<file path="config.mk">
export PLATFORM = sky130hd
export DESIGN_NAME = data_mem_responder
export DESIGN_NICKNAME = d
export VERILOG_FILES = /design/src/rtl/data_mem_responder_pkg.sv /design/src/rtl/dmr_storage.sv /design/src/rtl/data_mem_responder.sv
export SDC_FILE = /design/constraint.sdc
export NUM_CORES = 2
export LEC_CHECK = 0
export CELL_PAD_IN_SITES_DETAIL_PLACEMENT = 0
export CELL_PAD_IN_SITES_GLOBAL_PLACEMENT = 2
export CORE_ASPECT_RATIO = 1.2
export CORE_MARGIN = 2
export CORE_UTILIZATION = 35
export DETAILED_ROUTE_END_ITERATION = 6
export PLACE_DENSITY_LB_ADDON = 0.1
export SLEW_MARGIN = 20
export SYNTH_ARGS = -nofsm -noshare
export SYNTH_HDL_FRONTEND = slang
export SYNTH_SLANG_ARGS = --single-unit
</file>
<file path="constraint.sdc">
create_clock -name CLK -period 4.9 [get_ports CLK]
set_input_delay 1.47 -clock CLK [delete_from_list [all_inputs] [get_ports CLK]]
set_output_delay 1.47 -clock CLK [all_outputs]
set_load 0.02 [all_outputs]
</file>
<file path="src/rtl/data_mem_responder_pkg.sv">
// Shared types and constants for the data-memory responder and its storage.
package data_mem_responder_pkg;

    localparam int unsigned WORD_W      = 32;
    localparam int unsigned DEF_ADDR_W  = 6;
    localparam int unsigned DEF_LATENCY = 2;
    localparam int unsigned TXN_W       = 16;
    // Wide enough for the largest preload value, LATENCY-2 = 13.
    localparam int unsigned CNT_W       = 4;

    typedef enum logic [1:0] {
        IDLE = 2'd0,
        WAIT = 2'd1,
        RESP = 2'd2
    } state_t;

endpackage

</file>
<file path="src/rtl/dmr_storage.sv">
// Word-addressed storage: one synchronous write port and one registered read port, no reset.
module dmr_storage
    import data_mem_responder_pkg::*;
#(
    parameter int unsigned ADDR_W = DEF_ADDR_W
) (
    input  logic              clk,
    input  logic              wr_en,
    input  logic [ADDR_W-1:0] wr_addr,
    input  logic [WORD_W-1:0] wr_data,
    input  logic              rd_en,
    input  logic [ADDR_W-1:0] rd_addr,
    output logic [WORD_W-1:0] rd_data
);

    localparam int unsigned DEPTH = 1 << ADDR_W;

    logic [WORD_W-1:0] mem_q [0:DEPTH-1];
    logic [WORD_W-1:0] rd_data_q;
    logic [WORD_W-1:0] rd_data_d;

    // Read register only updates when a read is requested, so it holds while a response waits.
    always_comb begin
        rd_data_d = rd_data_q;
        if (rd_en) begin
            rd_data_d = mem_q[rd_addr];
        end
    end

    // Array write and read-data register; contents survive reset.
    always_ff @(posedge clk) begin
        if (wr_en) begin
            mem_q[wr_addr] <= wr_data;
        end
        rd_data_q <= rd_data_d;
    end

    assign rd_data = rd_data_q;

endmodule

</file>
<file path="src/rtl/data_mem_responder.sv">
// Single-outstanding data-memory responder with fixed accept-to-response latency.
module data_mem_responder
    import data_mem_responder_pkg::*;
#(
    parameter int unsigned ADDR_W  = DEF_ADDR_W,
    parameter int unsigned LATENCY = DEF_LATENCY
) (
    input  logic                     CLK,
    input  logic                     RST,
    input  logic                     req_valid,
    output logic                     req_ready,
    input  logic                     req_we,
    input  logic [31:0]              req_addr,
    input  logic signed [WORD_W-1:0] req_wdata,
    output logic                     rsp_valid,
    input  logic                     rsp_ready,
    output logic [WORD_W-1:0]        rsp_rdata,
    output logic                     rsp_err,
    output logic [TXN_W-1:0]         txn_count
);

    localparam logic [CNT_W-1:0] CNT_INIT = CNT_W'((LATENCY >= 2) ? (LATENCY - 2) : 0);

    state_t             state_q, state_d;
    logic [CNT_W-1:0]   cnt_q, cnt_d;
    logic               we_q, we_d;
    logic [31:0]        addr_q, addr_d;
    logic [WORD_W-1:0]  wdata_q, wdata_d;
    logic               err_q, err_d;
    logic               load_ok_q, load_ok_d;
    logic [TXN_W-1:0]   txn_q, txn_d;

    logic               in_idle;
    logic               enter_resp;
    logic               cur_we;
    logic [31:0]        cur_addr;
    logic [WORD_W-1:0]  cur_wdata;
    logic               cur_oor;
    logic               mem_we;
    logic               mem_re;
    logic [WORD_W-1:0]  mem_rdata;

    // With LATENCY=1 RESP is entered on the accept edge itself, before the capture
    // registers hold the request, so the live inputs are used in IDLE.
    always_comb begin
        in_idle    = (state_q == IDLE);
        cur_we     = in_idle ? req_we    : we_q;
        cur_addr   = in_idle ? req_addr  : addr_q;
        cur_wdata  = in_idle ? req_wdata : wdata_q;
        cur_oor    = (cur_addr[31:ADDR_W] != '0);
        enter_resp = (in_idle && req_valid && (LATENCY == 1)) ||
                     ((state_q == WAIT) && (cnt_q == '0));
        mem_we     = enter_resp && cur_we && !cur_oor;
        mem_re     = enter_resp && !cur_we && !cur_oor;
    end

    // Next-state, latency countdown, request capture and handshake counting.
    always_comb begin
        state_d   = state_q;
        cnt_d     = cnt_q;
        we_d      = we_q;
        addr_d    = addr_q;
        wdata_d   = wdata_q;
        err_d     = err_q;
        load_ok_d = load_ok_q;
        txn_d     = txn_q;
        case (state_q)
            IDLE: begin
                if (req_valid) begin
                    we_d    = req_we;
                    addr_d  = req_addr;
                    wdata_d = req_wdata;
                    if (LATENCY == 1) begin
                        state_d = RESP;
                    end else begin
                        state_d = WAIT;
                        cnt_d   = CNT_INIT;
                    end
                end
            end
            WAIT: begin
                if (cnt_q == '0) begin
                    state_d = RESP;
                end else begin
                    cnt_d = cnt_q - 1'b1;
                end
            end
            RESP: begin
                if (rsp_ready) begin
                    state_d   = IDLE;
                    err_d     = 1'b0;
                    load_ok_d = 1'b0;
                    if (txn_q != '1) begin
                        txn_d = txn_q + 1'b1;
                    end
                end
            end
            default: state_d = IDLE;
        endcase
        if (enter_resp) begin
            err_d     = cur_oor;
            load_ok_d = !cur_we && !cur_oor;
        end
    end

    // Control and capture registers with asynchronous active-low reset.
    always_ff @(posedge CLK or negedge RST) begin
        if (!RST) begin
            state_q   <= IDLE;
            cnt_q     <= '0;
            we_q      <= 1'b0;
            addr_q    <= '0;
            wdata_q   <= '0;
            err_q     <= 1'b0;
            load_ok_q <= 1'b0;
            txn_q     <= '0;
        end else begin
            state_q   <= state_d;
            cnt_q     <= cnt_d;
            we_q      <= we_d;
            addr_q    <= addr_d;
            wdata_q   <= wdata_d;
            err_q     <= err_d;
            load_ok_q <= load_ok_d;
            txn_q     <= txn_d;
        end
    end

    dmr_storage #(
        .ADDR_W (ADDR_W)
    ) u_storage (
        .clk     (CLK),
        .wr_en   (mem_we),
        .wr_addr (cur_addr[ADDR_W-1:0]),
        .wr_data (cur_wdata),
        .rd_en   (mem_re),
        .rd_addr (cur_addr[ADDR_W-1:0]),
        .rd_data (mem_rdata)
    );

    assign req_ready = (state_q == IDLE);
    assign rsp_valid = (state_q == RESP);
    assign rsp_err   = err_q;
    // Storage read register is not reset, so load data is gated by a reset flop.
    assign rsp_rdata = load_ok_q ? mem_rdata : '0;
    assign txn_count = txn_q;

endmodule

</file>
* Word level (Yosys, flattened, before mapping)
Memories as Yosys holds them, arrays and structs flattened. A register that Yosys moved wholly into a read port is not among the register bits.
Index checks and enable logic that the tools add are counted.
** Storage, ports and cells
- Register bits after elaboration :: 89
- Bits in writable memories :: 2048
- Input port bits :: 69
- Output and inout bits :: 51
- Word-level logic and storage cells :: 54
- Memories kept :: 1
** Operators by class
- Add/sub/neg operators :: 2
- Equality and inequality tests :: 7
- Mux-type cells :: 17
- Reduce and logical (&&, ||, !) cells :: 19
** Memory list
- u_storage.mem_q :: depth 64, bits a word 32, read ports 1, clocked after memory_dff 1, write ports 1, line dmr_storage.sv:18 : logic [WORD_W-1:0] mem_q [0:DEPTH-1];
** Operator list (count)
- 32-bit two-way mux :: 3
- 26-bit nonzero test :: 1
- 16-bit by 1-bit adder with 16-bit output (second input constant) :: 1
- 16-bit inequality test (second input constant) :: 1
- 3-bit AND reduction :: 3
- 4-bit two-way mux :: 2
- 4-bit case mux with 2 select lines :: 1
- 1-bit two-way mux :: 7
- 1-bit logical AND :: 6
- 2-bit two-way mux :: 3
- 2-bit case mux with 3 select lines :: 1
- 2-bit nonzero test :: 3
- 4-bit logical NOT :: 1
- 2-bit by 1-bit inequality test with 1-bit output (second input constant) :: 2
- 2-bit inequality test (second input constant) :: 2
- 2-bit AND reduction :: 2
- 4-bit by 1-bit subtractor with 4-bit output (second input constant) :: 1
- 2-bit by 1-bit == test with 1-bit output (second input constant) :: 1
- 2-bit == test (second input constant) :: 1
- 1-bit logical NOT :: 2
- 2-bit logical NOT :: 1

* Depth between registers and ports, before layout
- Depth after elaboration :: 7
- Gate-level depth with buffers :: 13
- Gate-level depth less buffers :: 8

* By module
From an unflattened synthesis, not the netlist that was laid out.
** Unflattened totals
- Cell total of the unflattened synthesis :: 3674
- Area total of the unflattened synthesis :: 83397.5 µm²
** By module, submodules not included
- dmr_storage :: times used 1, cells an instance 3324, area an instance 78835.6 µm², sequential area each 62459.9 µm²
- data_mem_responder :: times used 1, cells an instance 350, area an instance 4561.9 µm², sequential area each 2227.1 µm²

* Least setup slack after synthesis
Ideal clock, no wire load.
- Path kind :: input to register
- Start point :: input req_addr[2]
- End point :: memory u_storage.mem_q[14][0], enable pin
- Library setup time :: 0.421 ns
- Arrival time :: 4.553 ns
- Data required time :: 4.479 ns
- Setup slack :: -0.074 ns
- Stages :: 9
- Path buffers :: 5
- Path through :: buf_4 > or3b_1 > nand2_1 > buf_4 > buf_2 > buf_4 > buf_2 > nand3b_1 > nor2_1
** Between the ends
- Word-level cells in the longest chain between the ends :: 1
** RTL lines
- start, declared :: line data_mem_responder.sv:13 : input logic [31:0] req_addr,
- 32-bit two-way mux :: line data_mem_responder.sv:48 : cur_addr = in_idle ? req_addr : addr_q;
- end, declared :: line dmr_storage.sv:18
Every way passes these cells.

* Worst setup path after layout
- Start point :: register state_q[1]
- End point :: output req_ready
** Between the ends
- Word-level cells in the longest chain between the ends :: 1
** RTL lines
- start, declared :: line data_mem_responder.sv:24 : state_t state_q, state_d;
- start signal, assigned :: line data_mem_responder.sv:118 : state_q <= state_d;
- 2-bit logical NOT :: line data_mem_responder.sv:141 : assign req_ready = (state_q == IDLE);
- end, declared :: line data_mem_responder.sv:11 : output logic req_ready,
Every way passes these cells.

==> reports/results.tsv <==
stage	metric	value	unit
status	status	finished, violations left	
status	failing checks	design-rule violations	
hold_path	Hold Path Origin	addr_q[31]$_DFFE_PN0P_	
power	part of the power in registers	42.7	%
floorplan	core area	0.2275	sq mm
setup_path	crit path DAT	3170	ps
setup_path	CP delay by family, top	buffers and inverters	
global_route	GRT Util Overall	24.99	%
yosys	Synth Area per Inst	17.91	sq um
power	Switching Share	32.88	%
yosys	post-synth top area cell	edfxtp_1	
timing	min Tclk post-route	4637	ps
global_route	largest net degree at the start of global routing	67	
power	total power	56.45	mW
clock_network	root buffer cell	clkbuf_16	
setup_path	Setup crit end kind	output port	
clock_network	clock latency on the worst-skew pair	900	ps
clock_network	worst-case clock buffer depth	3	
yosys	largest family of logic cells by synthesized area	compound AO/OA/AOI/OAI gates	
yosys	Post-Syn Area	0.07993	sq mm
global_route	global-route wire length before repair	400.2	mm
routing	Iteration-0 DRC Markers	5418	
layout	fin cells	8161	
hold_path	worst hold-check path type	reg2reg	
floorplan	row count	192	
power	Logic pwr share	28.1	%
timing	Slew Limit Fails	0	
clock_network	Hold Buf Count CTS	0	
place	GP Congestion	0.8095	
yosys	post-synthesis compound-gate area fraction	11.59	%
yosys	adder-cell share of the synthesized area	0.04696	%
yosys	Synth area leaders	edfxtp_1 78%, a22oi_1 2.8%, dfrtp_1 2.8%, a222oi_1 2.0%, nand2_1 1.9%	
clock_network	Clock Sinks	2169	
place	HPWL Detailed	176.8	mm
routing	via count	47010	
routing	vias per cell	5.760	
timing	Final Hold Fails	0	
hold_path	hold path cells	2	
yosys	multiplexer share of the synthesized area	1.744	%
layout	layout cells sized above 1	17.61	%
setup_path	CP Buf/Inv Count	4	
setup_path	slowest stage delay, CP	690	ps
floorplan	starting density of the core	35.14	%
hold_path	WHS Endpoint	addr_q[31]$_DFFE_PN0P_	
setup_path	CP max stage cell	clkdlybuf4s50_1	
yosys	Post-Synth XOR/XNOR Area	0.1753	%
power	VDD IR-drop max	0.3565	mV
yosys	register bit total from synthesis	2169	
timing	worst slew pin tran	1034	ps
timing	period utilisation layout	94.62	%
setup_path	crit path cell chain	buf_4 > or2_2 > inv_2 > buf_6 > clkdlybuf4s50_1	
power	Pint	37.89	mW
yosys	most common cell in the netlist	edfxtp_1	
yosys	Post-synth top cells	2080 x edfxtp_1, 413 x nand2_1, 297 x a22oi_1, 196 x a31oi_1, 163 x a222oi_1	
timing	Max Clk Rate	215.7	MHz
global_route	vias in the first global route	46980	
routing	WL final	292.6	mm
yosys	Distinct cells, synth	59	
power	pwr dens	580.6	mW/mm^2
floorplan	Die Ht	527.5	um
setup_path	CP Data Required Time	3430	ps
yosys	EDFF count, synth	2080	
setup_path	Crit Path Class	reg2out	
yosys	Post-synth ARST share	4.103	%
clock_network	TritonCTS Buffers	218	
yosys	Cells after Synth	4464	
timing	RSZ-0062 raised after global routing	false	
floorplan	Die Span X	440.3	um
floorplan	DIE AREA	0.2322	sq mm
routing	ANT nets after route	0	
routing	Pre-antenna DRT Iters	7	
power	clock network fraction of design power	29.2	%
yosys	Most used DFF post-synth	edfxtp_1	
timing	# setup viols final	0	
place	port bufs	119	
setup_path	CP max FO	38	
layout	Filler cells	20050	
setup_path	Startpoint Class	register	
timing	Rel. slew slack	30.90	%
global_route	initial antenna violation count	9	
layout	Nets	5037	
yosys	yosys warns	0	
yosys	Seq/Total Area, Yosys	80.93	%
yosys	Syn Nets	4536	
power	Pleak	31.13	nW
routing	DRC violations left	1	
floorplan	I/O Pins	120	
place	Placed Cells incl. Taps	7752	
setup_path	reg2reg setup slack	860	ps
power	Psw	18.56	mW
setup_path	CP startpoint	state_q[1]$_DFFE_PN0P_	
setup_path	Levels on crit path	5	
timing	Hold WS	473.5	ps
global_route	GRT overflow	0	
clock_network	H-Tree Depth	4	
routing	drt wl/cell	35.85	um
job	max-cap viol count	0	
layout	Core Util, Final	42.74	%
yosys	Post-Synth Simple-Gate Area	3.744	%
timing	clk_skew	48.79	ps
clock_network	post-CTS setup buffers	0	
setup_path	reg2reg path depth	11	
yosys	post-synth top area share	78.14	%
clock_network	CTS tree	done	
clock_network	clock-pin slew on the worst setup and hold paths	60	ps
setup_path	RR Endpoint	u_storage.rd_data[18]$_DFFE_PP_	
layout	area delta synth->final	21.64	%
setup_path	launch point of the worst reg-to-reg path	state_q[1]$_DFFE_PN0P_	
[placed cells by master (no fill, tap or decap), types with 48 or more instances in the layout]
master           synthesis  routed
edfxtp_1              2080    2080
nand2_1                413     379
a22oi_1                297     297
buf_4                   30     251
clkbuf_16                0     221
buf_12                   0     200
a31oi_1                196     196
a222oi_1               163     163
a221oi_1               140     140
mux2i_1                137     137
clkdlybuf4s50_1          0     118
a22o_1                 118     117
dfrtp_1                 89      88
a2bb2oi_1               86      86
nor2_4                   0      66
clkinv_1                 0      56
a21oi_1                 52      50
clkinv_2                 0      48
[what timing repair did]
item                                    4_1_cts  5_1_grt
endpoints found under the setup margin        0        1
gates resized for setup                       0        1
hold endpoints to repair                      0        0
[logic make-up (layout without fill, tap and decap cells)]
| group | Yosys count | count (layout) |
|---|---|---|
| other | 0 | 4 |
| multiplexers | 139 | 139 |
| XOR/XNOR | 16 | 16 |
| AO/OA/AOI/OAI | 1169 | 1169 |
| AND/OR/NAND/NOR | 669 | 669 |
| flip-flops | 2169 | 2169 |
| adder cells (fa/ha/maj) | 3 | 3 |
| buffers and inverters | 299 | 985 |
[how the worst max path moves through the flow]
stage / endpoint / slack [ps]
after floorplan: u_storage.mem_q[14][0]$_DFFE_PP_ / -70
after global placement: u_storage.rd_data[18]$_DFFE_PP_ / -370
after detailed placement: u_storage.rd_data[18]$_DFFE_PP_ / -320
after CTS: req_ready / 20
after global routing: req_ready / 110
final: req_ready / 260
[area by class of cell]
type,count,area [sq um],share of cell area (%)
Inverter,10,37.54,0.03861
Tap cell,3007,3762,3.870
Timing Repair Buffer,570,7081,7.282
Antenna cell,4,10.01,0.01030
Multi-Input combinational cell,1996,14640,15.06
Clock buffer,264,5722,5.885
Clock inverter,141,1286,1.323
Sequential cell,2169,64690,66.53
[power groups by stage]
stage	sequential [mW]	clock, mW	combinational (mW)
finish	24.1	16.5	15.9
global route	24.2	17.5	17.0
CTS	24.1	16.8	16.2
detailed placement	24.5	0	16.1
global placement	24.5	0	16.0
floorplan	24.6	0	8.00
[tightest hold or removal path: stages, from the launching register on]
cell and delay (ps):
dfrtp_1 340, nand2_1 50, nand2_1 50
[routing by layer]
layer,track usage (%),wire (um),vias to the layer above
li1,-,-,19630
met1,33.51,123600,25590
met2,43.14,148200,1444
met3,2.886,13210,337
met4,6.201,7523,0
met5,0,0,-
[state kept, by name, indices dropped and copies added (netlist names)]
register,count
addr_q,32
we_q,1
rsp_err,1
cnt_q,4
state_q,2
u_storage.rd_data,32
u_storage.mem_q,2048
load_ok_q,1
txn_count,16
wdata_q,32
[stage by stage]
step | setup TNS [ps] | cell area, sq um | setup slack, ps
6_report | 0 | 97230 | 263.5
5_1_grt | 0 | 97220 | 108.4
4_1_cts | 0 | 97180 | 16.06
3_5_place_dp | -2373 | 90170 | -320.5
3_3_place_gp | -2492 | 90160 | -367.8
2_1_floorplan | -36590 | 79930 | -73.71
No activity file was read; power rests on OpenSTA's default activity.
